## config.mk

```make
export PLATFORM = sky130hd
export DESIGN_NAME = io_bus_ctrl
export DESIGN_NICKNAME = d
export VERILOG_FILES = /design/src/rtl/io_pkg.sv /design/src/rtl/io_sync.sv /design/src/rtl/io_bus_ctrl.sv
export SDC_FILE = /design/constraint.sdc
export NUM_CORES = 1
export LEC_CHECK = 0
export ABC_CLOCK_PERIOD_IN_PS = 3900
export CAP_MARGIN = 10
export CORE_ASPECT_RATIO = 0.8
export CORE_MARGIN = 2
export CORE_UTILIZATION = 50
export DETAILED_ROUTE_END_ITERATION = 6
export GPL_TIMING_DRIVEN = 1
export PLACE_DENSITY = 0.85
export SLEW_MARGIN = 25
export SYNTH_ARGS = -nofsm -noshare
export SYNTH_HDL_FRONTEND = slang
export SYNTH_SLANG_ARGS = --single-unit
```

## constraint.sdc

```tcl
create_clock -name clk_i -period 3.9 [get_ports clk_i]
set_input_delay 0.585 -clock clk_i [delete_from_list [all_inputs] [get_ports clk_i]]
set_output_delay 0.585 -clock clk_i [all_outputs]
set_load 0.1 [all_outputs]
```

## src/rtl/io_pkg.sv

```systemverilog
// io_pkg: shared constants for the memory-mapped I/O controller.
//   - Byte offsets of the registers inside the 32-byte window.
//   - Window size and holdoff reload value.
//   - Helper that turns a byte offset into a word index.
package io_pkg;

  localparam int unsigned IO_WIN_SIZE = 32;

  localparam logic [4:0] IO_DATA0 = 5'h00;
  localparam logic [4:0] IO_DATA1 = 5'h04;
  localparam logic [4:0] IO_DATA2 = 5'h08;
  localparam logic [4:0] IO_DATA3 = 5'h0C;
  localparam logic [4:0] IO_DIR   = 5'h10;
  localparam logic [4:0] IO_STAT  = 5'h14;
  localparam logic [4:0] IO_IEN   = 5'h18;

  // Cycles of change-detect suppression after a port turns to input.
  localparam logic [1:0] IO_HOLDOFF = 2'd3;

  function automatic logic [2:0] io_word(input logic [4:0] off);
    return off[4:2];
  endfunction

endpackage

```

## src/rtl/io_sync.sv

```systemverilog
// io_sync: two-flop synchroniser for one 8-bit port read-back byte, plus a
// register holding the previous synchronised value for change detection.
// Ports:
//   clk_i, rst_ni : clock, asynchronous active-low reset
//   d_i    [7:0]  : asynchronous port byte
//   sync_o [7:0]  : second synchroniser stage
//   prev_o [7:0]  : sync_o delayed by one cycle
module io_sync (
  input  logic       clk_i,
  input  logic       rst_ni,
  input  logic [7:0] d_i,
  output logic [7:0] sync_o,
  output logic [7:0] prev_o
);

  logic [7:0] sync1_q, sync2_q, prev_q;

  always_ff @(posedge clk_i or negedge rst_ni) begin
    if (!rst_ni) begin
      sync1_q <= '0;
      sync2_q <= '0;
      prev_q  <= '0;
    end else begin
      sync1_q <= d_i;
      sync2_q <= sync1_q;
      prev_q  <= sync2_q;
    end
  end

  assign sync_o = sync2_q;
  assign prev_o = prev_q;

endmodule

```

## src/rtl/io_bus_ctrl.sv

```systemverilog
// io_bus_ctrl: memory-mapped controller between the core data bus and up to
// four RegIO byte ports. Decodes a 32-byte window, drives port strobes,
// synchronises read-back bytes and raises a sticky, maskable change interrupt.
// Ports:
//   clk_i, rst_ni          : clock, asynchronous active-low reset
//   addr_i, wdata_i        : core data address / store data
//   we_i, re_i             : store / load strobes
//   rdata_o                : combinational load data
//   hit_o                  : address lies in the window
//   sel_o, wr_o, rd_o      : RegIO select (one-hot), write strobe, read enable
//   dir_o                  : per-port direction, 1 = input (high-Z)
//   data_o                 : store byte to the ports
//   data_i                 : port k read-back on bits [8k+7:8k]
//   irq_o                  : registered interrupt request
module io_bus_ctrl
  import io_pkg::*;
#(
  parameter int unsigned NPORTS    = 4,
  parameter logic [31:0] BASE_ADDR = 32'h0000_1000
) (
  input  logic                  clk_i,
  input  logic                  rst_ni,
  input  logic [31:0]           addr_i,
  input  logic [31:0]           wdata_i,
  input  logic                  we_i,
  input  logic                  re_i,
  output logic [31:0]           rdata_o,
  output logic                  hit_o,
  output logic [NPORTS-1:0]     sel_o,
  output logic                  wr_o,
  output logic                  rd_o,
  output logic [NPORTS-1:0]     dir_o,
  output logic [7:0]            data_o,
  input  logic [8*NPORTS-1:0]   data_i,
  output logic                  irq_o
);

  logic              hit;
  logic [4:0]        off;
  logic              dir_we, stat_we, ien_we;
  logic              armed;

  logic [NPORTS-1:0] dir_q, dir_d;
  logic [NPORTS-1:0] stat_q, stat_d;
  logic [NPORTS-1:0] ien_q, ien_d;
  logic [NPORTS-1:0] chg;
  logic [1:0]        holdoff_q [NPORTS];
  logic [1:0]        holdoff_d [NPORTS];
  logic [1:0]        armed_cnt_q, armed_cnt_d;
  logic              irq_q, rd_q;

  logic [7:0]        sync2 [NPORTS];
  logic [7:0]        prev  [NPORTS];

  logic              unused_bits;
  assign unused_bits = ^{wdata_i[31:8], addr_i[1:0]};

  for (genvar k = 0; k < NPORTS; k++) begin : g_sync
    io_sync u_sync (
      .clk_i  (clk_i),
      .rst_ni (rst_ni),
      .d_i    (data_i[8*k +: 8]),
      .sync_o (sync2[k]),
      .prev_o (prev[k])
    );
  end

  assign hit     = (addr_i[31:5] == BASE_ADDR[31:5]);
  assign off     = {addr_i[4:2], 2'b00};
  assign dir_we  = we_i & hit & (off == IO_DIR);
  assign stat_we = we_i & hit & (off == IO_STAT);
  assign ien_we  = we_i & hit & (off == IO_IEN);
  assign armed   = (armed_cnt_q == 2'd3);

  // Bus decode: strobes and load data are purely combinational.
  always_comb begin
    sel_o   = '0;
    rdata_o = '0;
    wr_o    = we_i & hit;
    data_o  = wdata_i[7:0];
    if (we_i && hit) begin
      for (int k = 0; k < NPORTS; k++) begin
        if (io_word(off) == 3'(k)) sel_o[k] = 1'b1;
      end
    end
    if (re_i && hit) begin
      case (off)
        IO_DATA0, IO_DATA1, IO_DATA2, IO_DATA3: begin
          for (int k = 0; k < NPORTS; k++) begin
            if (io_word(off) == 3'(k)) rdata_o = {24'b0, sync2[k]};
          end
        end
        IO_DIR:  rdata_o = 32'(dir_q);
        IO_STAT: rdata_o = 32'(stat_q);
        IO_IEN:  rdata_o = 32'(ien_q);
        default: rdata_o = '0;
      endcase
    end
  end

  // Register next-state.
  always_comb begin
    dir_d       = dir_q;
    ien_d       = ien_q;
    stat_d      = stat_q;
    chg         = '0;
    armed_cnt_d = armed ? armed_cnt_q : armed_cnt_q + 2'd1;
    if (dir_we) dir_d = wdata_i[NPORTS-1:0];
    if (ien_we) ien_d = wdata_i[NPORTS-1:0];
    for (int k = 0; k < NPORTS; k++) begin
      holdoff_d[k] = holdoff_q[k];
      // Reload only on a drive -> input transition of this port.
      if (dir_we && !dir_q[k] && wdata_i[k]) begin
        holdoff_d[k] = IO_HOLDOFF;
      end else if (holdoff_q[k] != 2'd0) begin
        holdoff_d[k] = holdoff_q[k] - 2'd1;
      end
      chg[k] = (sync2[k] != prev[k]) && dir_q[k] && armed && (holdoff_q[k] == 2'd0);
    end
    if (stat_we) stat_d = stat_d & ~wdata_i[NPORTS-1:0];
    // Applied after the clear so a coincident set wins.
    stat_d = stat_d | chg;
  end

  always_ff @(posedge clk_i or negedge rst_ni) begin
    if (!rst_ni) begin
      dir_q       <= '1;
      stat_q      <= '0;
      ien_q       <= '0;
      armed_cnt_q <= '0;
      irq_q       <= 1'b0;
      rd_q        <= 1'b0;
      for (int k = 0; k < NPORTS; k++) holdoff_q[k] <= '0;
    end else begin
      dir_q       <= dir_d;
      stat_q      <= stat_d;
      ien_q       <= ien_d;
      armed_cnt_q <= armed_cnt_d;
      irq_q       <= |(stat_q & ien_q);
      rd_q        <= 1'b1;
      for (int k = 0; k < NPORTS; k++) holdoff_q[k] <= holdoff_d[k];
    end
  end

  assign hit_o = hit;
  assign dir_o = dir_q;
  assign irq_o = irq_q;
  assign rd_o  = rd_q;

endmodule

```

==> impl_metrics.env <==
export IMPL_p_leak_nw=2.82
export IMPL_cts_setup_buffers=0
export IMPL_cts_max_level=4
export IMPL_die_x_um=113
export IMPL_ir_worst_vdd_v=0.000356
export IMPL_synth_area_leaders="dfrtp_1, xor2_1, buf_4"
export IMPL_avgSynthCellArea_sq_um=14.4
export IMPL_internal_power_mw=2.29
export IMPL_rsz0062_at_grt="no"
export IMPL_swShare_pct=26.2
export IMPL_synth_seq_cells=120
export IMPL_cts_root_buf="clkbuf_16"
export IMPL_postCtsHoldBufs=0
export IMPL_worst_endpoint_arrival_ps=2660
export IMPL_drtPass1Iterations=4
export IMPL_preCtsSetupSlack_ps=697
export IMPL_initial_core_util_pct=52.1
export IMPL_grt_max_degree=72
export IMPL_cts_resized=0
export IMPL_finalSetupViolations=0
export IMPL_nFillCells=629
export IMPL_clk_latency_ps=410
export IMPL_worstSetupEndpointType="output port"
export IMPL_first_iter_violations=119
export IMPL_syn_inst=332
export IMPL_synthDistinctLibCells=42
export IMPL_hpwl_mm=6.46
export IMPL_synth_top_cell_area_share_pct=60.6
export IMPL_cts_tree="yes"
export IMPL_numCtsBuffers=17
export IMPL_finalCritPeriodShare_pct=83.1
export IMPL_drc=0
export IMPL_required_ps=3310
export IMPL_ant_nets=0
export IMPL_final_setup_tns_ps=0
export IMPL_drt_total_wl_mm=9.25
export IMPL_p_clk_share_pct=47.5
export IMPL_pwr_share_comb_pct=9.7
export IMPL_post_drt_wl_per_cell_um=16.6
export IMPL_synth_edf_count=0
export IMPL_setup_slack_ps=659
export IMPL_synth_flop_cell="dfrtp_1"
export IMPL_worstPathMaxFanout=14
export IMPL_core_sq_um=9190
export IMPL_reg2reg_from="g_sync[1].u_sync.sync_o[3]"
export IMPL_async_reset_ff_share_pct=100
export IMPL_pin_count=152
export IMPL_vias=2853
export IMPL_clock_path_buffers=2
export IMPL_synth_warnings=0
export IMPL_rows=31
export IMPL_clkTransAtPathRegs_ps=60
export IMPL_crit_path_start_kind="primary input"
export IMPL_grt_pass1_vias=2923
export IMPL_min_path_type="in -> async"
export IMPL_final_nets=537
export IMPL_maxSlewHeadroom_pct=35.1
export IMPL_clkSinkCount=120
export IMPL_p_per_area_nw_per_um2=491
export IMPL_grt_usage_pct=19.3
export IMPL_gp_congestion=0.897
export IMPL_period_needed_ps=3240
export IMPL_vias_per_cell=5.10
export IMPL_path_class="in -> out"
export IMPL_grt_antenna_before_repair=0
export IMPL_switchingPower_mw=0.811
export IMPL_synth_top_area_cell="dfrtp_1"
export IMPL_worst_pin_slew_ps=971
export IMPL_synthesis_area_sq_um=4790
export IMPL_diodes=0
export IMPL_grt_overflow=0
export IMPL_die_h_um=91.6
export IMPL_crit_path_start="addr_i[3]"
export IMPL_outcome="complete, no violations"
export IMPL_slew_viol_final=0
export IMPL_syn_to_final_growth_pct=31.7
export IMPL_drive_gt1_share_pct=20.7
export IMPL_yosysSeqAreaShare_pct=62.8
export IMPL_drv_cap=0
export IMPL_hold_viol=0
export IMPL_p_seq_share_pct=42.9
export IMPL_port_buffers=93
export IMPL_dieArea_sq_um=10400
export IMPL_finClkSkew_ps=7.74
export IMPL_grt_pass1_wl_mm=14.9
export IMPL_fmax_ghz=0.309
[through the flow]
stage	hold slack [ps]	std cells	power (mW)	cell area [sq um]	utilization, %
6_report	282	559	3.10	6310	68.7
5_1_grt	348	559	3.21	6310	68.7
4_1_cts	305	559	3.13	6310	68.7
3_5_place_dp	335	528	1.65	5750	62.5
3_3_place_gp	334	528	1.64	5750	62.5
2_1_floorplan	289	355	1.56	4880	-
[critical path, cell delays in order]
cell and delay [ps]:
clkdlybuf4s50_1 850, a31oi_1 500, nand4_4 180, a211oi_2 310, buf_12 220
[cell families after synthesis]
family | count (synthesis) | share of synthesized area [%]
flip-flops | 120 | 62.8
AND/OR/NAND/NOR | 76 | 11.3
buffers and inverters | 48 | 7.00
XOR/XNOR | 37 | 6.76
multiplexers | 23 | 7.49
AO/OA/AOI/OAI | 21 | 3.26
adder cells (fa/ha/maj) | 5 | 1.31
other | 2 | 0.157
[registers in the layout, indices dropped and copies added, names as in the netlist]
name / count
ien_q: 4
irq_o: 1
g_sync.u_sync.prev_o: 32
g_sync.u_sync.sync_o: 32
rd_o: 1
g_sync.u_sync.sync1_q: 32
dir_o: 4
stat_q: 4
holdoff_q: 8
armed_cnt_q: 2
[power groups by stage]
| stage | logic [mW] | clock network (mW) | registers [mW] |
|---|---|---|---|
| after floorplan | 0.221 | 0 | 1.34 |
| after global placement | 0.295 | 0 | 1.35 |
| after detailed placement | 0.300 | 0 | 1.35 |
| after CTS | 0.302 | 1.49 | 1.33 |
| after global routing | 0.318 | 1.56 | 1.33 |
| final | 0.299 | 1.47 | 1.33 |
[synthesized netlist by cell type (3+ instances only)]
master	count
xor2_1	36
mux2_2	3
mux2i_1	4
a211oi_2	4
nand4_1	8
a21oi_1	8
ha_1	5
nor2_1	11
nor4_1	11
nand3_1	5
nand4_4	3
mux2_4	4
dfrtp_1	116
a21o_1	4
nand2_1	11
buf_6	4
buf_4	33
dfstp_2	4
nor2b_1	10
mux2_1	4
inv_1	9
mux4_2	8
[area by class of cell]
cell class	instances	area [sq um]	area share (%)
inverter	9	33.8	0.535
sequential	120	3010	47.7
clock inverter	14	139	2.20
tap	115	144	2.28
timing repair buffer	97	1030	16.3
multi-input combinational	187	1540	24.3
clock buffer	17	425	6.74
[layer usage]
metal / vias up / GRT usage (%) / wire length, um
li1: 1285 / - / -
met1: 1429 / 24.1 / 3820
met2: 125 / 31.1 / 4610
met3: 14 / 7.08 / 727
met4: 0 / 6.71 / 100
met5: - / 0 / 0
[layout by cell type (no fill, tap or decap), drive strengths merged, types with 5 or more instances in the layout]
cell type	n
nand2	11
nand4	11
xor2	36
nor4	14
mux4	8
ha	5
conb	25
nand3	5
inv	17
buf	23
clkbuf	17
a21oi	8
nor2	11
clkdlybuf4s50	74
nor3	5
dfrtp	116
mux2	11
nor2b	10
[final timing paths]
kind / depth (start not counted) / slack (ps) / to
worst max-delay path: 5 / 660 / rdata_o[2]
worst min-delay path: 1 / 280 / g_sync[3].u_sync.sync1_q[3]
worst max register to register: 4 / 2380 / stat_q[1]
worst min register to register: 0 / 340 / g_sync[1].u_sync.sync_o[1]
max in group asynchronous: 2 / 2740 / dir_o[0]
min in group clk_i: 0 / 340 / g_sync[1].u_sync.sync_o[1]
Power figures use the tool's default switching activity.
